$ cat src/rtl/pc_fetch_sequencer.sv
// Fetch PC sequencer: holds the IF fetch address, steps it by 4 and applies ID-stage redirects.
// Latency: a redirect updates pc on the next edge; a redirect made during a stall is buffered and applied once the stall clears.
// Backpressure: never pushes back on redirect_valid; one-entry pending buffer, newest redirect wins; stall holds the PC.
module pc_fetch_sequencer #(
    parameter logic [31:0] RESET_PC = 32'h0000_3000,
    parameter int          CNT_W    = 16
) (
    input  logic             clk,
    input  logic             rst_n,
    input  logic             stall,
    input  logic             imem_ready,
    input  logic             redirect_valid,
    input  logic [31:0]      redirect_addr,
    output logic [31:0]      pc,
    output logic [31:0]      pc_plus_4,
    output logic             fetch_valid,
    output logic             flush_if,
    output logic             misalign,
    output logic [CNT_W-1:0] redirect_cnt
);

    typedef enum logic [1:0] {BOOT, RUN, PEND} state_t;

    state_t             r_state;
    state_t             w_next_state;
    logic [31:0]        r_pc;
    logic [31:0]        r_pend_addr;
    logic               r_pend_mis;
    logic               r_misalign;
    logic [CNT_W-1:0]   r_cnt;

    logic [31:0]        w_eff_addr;
    logic               w_rd_mis;
    logic               w_apply;
    logic               w_capture;
    logic [31:0]        w_apply_addr;
    logic               w_apply_mis;

    // Misaligned targets are forced to a word boundary and only reported.
    assign w_eff_addr = {redirect_addr[31:2], 2'b00};
    assign w_rd_mis   = (redirect_addr[1:0] != 2'b00);

    always_ff @(posedge clk or negedge rst_n) begin
        if (!rst_n) begin
            r_state <= BOOT;
        end else begin
            r_state <= w_next_state;
        end
    end

    always_comb begin
        w_next_state = r_state;
        case (r_state)
            BOOT:    w_next_state = RUN;
            RUN:     if (stall && redirect_valid) w_next_state = PEND;
            PEND:    if (!stall) w_next_state = RUN;
            default: w_next_state = BOOT;
        endcase
    end

    always_comb begin
        fetch_valid  = 1'b0;
        flush_if     = 1'b0;
        w_apply      = 1'b0;
        w_capture    = 1'b0;
        w_apply_addr = w_eff_addr;
        w_apply_mis  = w_rd_mis;
        case (r_state)
            RUN: begin
                fetch_valid = !stall;
                flush_if    = !stall && redirect_valid;
                w_apply     = !stall && redirect_valid;
                w_capture   = stall && redirect_valid;
            end
            PEND: begin
                flush_if  = !stall;
                w_apply   = !stall;
                w_capture = stall && redirect_valid;
                // A redirect arriving on the release cycle supersedes the buffered one.
                if (!redirect_valid) begin
                    w_apply_addr = r_pend_addr;
                    w_apply_mis  = r_pend_mis;
                end
            end
            default: ;
        endcase
    end

    always_ff @(posedge clk or negedge rst_n) begin
        if (!rst_n) begin
            r_pc        <= RESET_PC;
            r_pend_addr <= 32'h0;
            r_pend_mis  <= 1'b0;
            r_misalign  <= 1'b0;
            r_cnt       <= '0;
        end else begin
            if (w_apply) begin
                r_pc <= w_apply_addr;
            end else if (fetch_valid && imem_ready) begin
                r_pc <= r_pc + 32'd4;
            end
            if (w_capture) begin
                r_pend_addr <= w_eff_addr;
                r_pend_mis  <= w_rd_mis;
            end
            r_misalign <= w_apply && w_apply_mis;
            if (w_apply && (r_cnt != {CNT_W{1'b1}})) begin
                r_cnt <= r_cnt + CNT_W'(1);
            end
        end
    end

    assign pc           = r_pc;
    assign pc_plus_4    = r_pc + 32'd4;
    assign misalign     = r_misalign;
    assign redirect_cnt = r_cnt;

endmodule

$ cat config.mk
export PLATFORM = sky130hd
export DESIGN_NAME = pc_fetch_sequencer
export DESIGN_NICKNAME = d
export VERILOG_FILES = /design/src/rtl/pc_fetch_sequencer.sv
export SDC_FILE = /design/constraint.sdc
export NUM_CORES = 1
export LEC_CHECK = 0
export ABC_AREA = 1
export CORE_UTILIZATION = 50
export DETAILED_ROUTE_END_ITERATION = 10
export GPL_ROUTABILITY_DRIVEN = 0
export GPL_TIMING_DRIVEN = 0
export PLACE_DENSITY = 0.8
export SLEW_MARGIN = 40
export SYNTH_ARGS = -nofsm -noshare
export SYNTH_HDL_FRONTEND = slang
export SYNTH_SLANG_ARGS = --single-unit
$ cat constraint.sdc
create_clock -name clk -period 2.6 [get_ports clk]
set_input_delay 0.52 -clock clk [delete_from_list [all_inputs] [get_ports clk]]
set_output_delay 0.52 -clock clk [all_outputs]
set_load 0.01 [all_outputs]
==> results.tsv <==
stage	metric	value	unit
timing	RSZ-0062 raised after global routing	true	
floorplanning	DIE AREA	10400	µm²
drt	post-route ant nets	0	
layout	layout cell share with drive strength beyond 1	16.4	%
drt	Vias	5417	
clocking	clk buf depth	2	
clocking	latest clock arrival within the worst-skew pair	360	ps
clocking	Clock transition at path regs	80	ps
synth	flip-flop and latch count after synthesis	80	
global_route	first-pass GRT wire length	23400	µm
global_route	pin count of the biggest net entering global routing	61	
worst_setup_path	Worst Path Class, Setup	reg2out	
synth	synth warn	0	
synth	most instantiated cells after synthesis	nand2_1, inv_1, dfrtp_1	
synth	ranking of synthesized cells by area	dfrtp_1, nand2_1, inv_1	
place	Post-DP Area	6370	µm²
timing	count of final hold-check violations	0	
floorplanning	row cnt	36	
floorplanning	chip height	102	µm
run	Max-Cap Viols	0	
layout	Multi-input gate area	2710	µm²
global_route	grt ovf	0	
floorplanning	Initial Util	51.5	%
synth	Mapped Cells	722	
timing	slew margin rel.	61.5	%
layout	Fill cells	763	
global_route	vias in the first global route	4995	
floorplanning	core area	9730	µm²
layout	# nets final	924	
drt	drt pass-1 iters	5	
place	Port Buf Inserts	115	
floorplanning	Die Wd	102	µm
global_route	GRT Total Usage	29.5	%
layout	fin area	6960	µm²
worst_setup_path	FF-to-FF path depth	10	
drt	DR DRC count	0	
synth	Yosys top cell area share	38.9	%
timing	setup slack after layout	23.3	ps
timing	Layout Skew	14.2	ps
timing	Final min period	2580	ps
pwr	Clk pwr share	15.7	%
worst_setup_path	Crit. End Element	primary output	
hold_path	Hold Path Class	reg2reg	
synth	ys flop type	dfrtp_1	
timing	Worst Tran Pin Value	578	ps
global_route	M1 GR Usage	38.4	%
synth	most common cell in the netlist	nand2_1	
pwr	switching share of total power	42.3	%
global_route	initial antenna violation count	0	
drt	WL/cell	15.0	µm
floorplanning	I/O Pins	120	
timing	fin crit share	99.1	%
place	DP HPWL	10700	µm
synth	Netlist cell types	36	
layout	Area Growth Syn to Fin	38.9	%
clocking	clock root cell	clkbuf_8	
layout	register area	2020	µm²
place	pre-CTS setup slack	-347	ps
pwr	leakage	3.50	nW
synth	Post-synth ARST share	100	%
worst_setup_path	startpoint types	flop	
synth	post-synth top area cell	dfrtp_1	
drt	DRT Wirelength	15200	µm
pwr	Peak VDD IR	709	µV
pwr	pwr/cell area	948	nW/µm²
clocking	CTS tree	built	
pwr	sequential share of power	34.1	%
clocking	H-tree lvl count	3	
timing	Final Setup Violations	0	
synth	sequential share of the synthesized area	40.0	%
drt	DR iter-0 viols	409	
synth	Post-synth EDFFs	0	
global_route	routing usage on met2	48.8	%
clocking	Num CTS Buffers	9	
timing	fin. max-slew vios	0	
pwr	Pint	0.00381	W
pwr	Comb pwr share	50.1	%
worst_setup_path	CP Max Fanout	4	
synth	Post-Synthesis Cell Area	5010	µm²
worst_setup_path	critical path arrival	2060	ps
timing	Fin Setup TNS	0	ps
outcome	status	complete, no violations	
global_route	busiest grt layer	met2	
layout	# diodes	0	
pwr	Net Switching	0.00279	W
hold_path	WHS Path Cells	2	
worst_setup_path	worst endpoint required time	2080	ps
timing	Max Clk Rate	0.388	GHz
clocking	CTS sink count	80	
synth	syn avg cell area	6.94	µm²
global_route	GRT met3 Usage	4.86	%
drt	Via density	5.32	
## routing by layer
metal / wire length [µm] / up-vias
li1: - / 2547
met5: 0 / -
met1: 6160 / 2544
met4: 342 / 0
met3: 1250 / 38
met2: 7500 / 288
## registers in the layout, summed over array words and instances, names as in the netlist
name          flops
misalign          1
pc               30
r_pend_addr      30
r_pend_mis        1
r_state           2
redirect_cnt     16
## stage by stage
step / std cells / utilization, % / total power, W / hold WS (ps)
floorplan: 725 / - / 0.00382 / 224
global placement: 973 / 65.2 / 0.00522 / 459
finish: 1019 / 71.6 / 0.00660 / 485
detailed placement: 974 / 65.5 / 0.00532 / 378
global route: 1019 / 71.6 / 0.00704 / 511
CTS: 1005 / 69.9 / 0.00643 / 487
## critical path, stage by stage (launching register included)
cell and delay [ps]:
dfstp_2 600, nand2_4 90, nor2_2 140, nand2_1 100
nor2_4 100, buf_4 130, buf_4 110, nand2_1 40
nand2_1 60, nand2_1 60, dlygate4sd2_1 280
## kinds of logic (layout without fill, tap and decap cells)
group / Yosys count / count (layout) / synth area share (%)
other: 1 / 4 / 0.0748
XOR/XNOR: 27 / 27 / 5.32
buffers and inverters: 110 / 271 / 9.16
adder cells (fa/ha/maj): 5 / 5 / 1.25
AND/OR/NAND/NOR: 426 / 426 / 35.8
multiplexers: 4 / 4 / 0.899
flip-flops: 80 / 80 / 40.0
AO/OA/AOI/OAI: 69 / 69 / 7.46
## power by group through the flow
stage	combinational [W]	sequential [W]	clock (W)
floorplan	0.00160	0.00222	0
global placement	0.00301	0.00221	0
detailed placement	0.00309	0.00223	0
CTS	0.00316	0.00222	0.00104
global route	0.00364	0.00231	0.00110
finish	0.00331	0.00225	0.00104
## final timing paths
check / startpoint / end / slack (ps)
max: pc[13] / pc_plus_4[21] / 20
min: r_pend_addr[9] / r_pend_addr[9] / 490
max reg2reg: r_state[0] / pc[5] / 550
min reg2reg: r_pend_addr[9] / r_pend_addr[9] / 490
max in group asynchronous: rst_n / pc[13] / 1430
min in group asynchronous: rst_n / redirect_cnt[10] / 550
## placed cells by master, fill, tap and decap left out, types with 3 or more instances in the layout
master           netlist  layout
dlymetal6s2s_1         0       6
xor2_1                14      10
inv_1                 80      80
xnor2_2                0       4
nand3_1               39      37
xnor2_1                9       5
nand2_2                2       6
nor2_1                46      37
buf_4                  5      35
dfrtp_1               78      65
clkdlybuf4s50_1        0      88
inv_2                  5       4
a21oi_1                5       5
nor2_4                 7      11
clkbuf_2               0       6
nor3_1                 4       4
xor2_2                 4       8
a21o_1                 4       4
buf_2                 10       9
mux2_2                 4       4
clkbuf_8               0       9
nand2_1              309     304
nand4_1                4       4
buf_6                  2       3
dfrtp_2                0      13
ha_1                   5       3
clkbuf_1               6       6
dlygate4sd2_1          0      14
nor2_2                 6      11
conb_1                 1       4
o21ai_0               45      45
o22ai_1               13      13
nand2_4                3       4
nand3_2                2       3
## layout make-up
| type | instances | area share (%) |
|---|---|---|
| sequential | 80 | 29.0 |
| tap | 133 | 2.39 |
| clock buffer | 9 | 1.78 |
| timing repair buffer | 147 | 19.9 |
| multi-input combinational | 535 | 39.0 |
| clock inverter | 6 | 1.35 |
| buffer | 23 | 1.89 |
| inverter | 86 | 4.74 |
## repair_timing
item | 4_1_cts | 5_1_grt
cloned | 0 | 0
setup buffers | 16 | 14
hold endpoints to repair | 10 | 0
gates resized for setup | 54 | 33
setup endpoints to repair | 26 | 21
pin swaps | 10 | 11
hold buffers | 1 | 0
No activity file was read; power rests on OpenSTA's default activity.
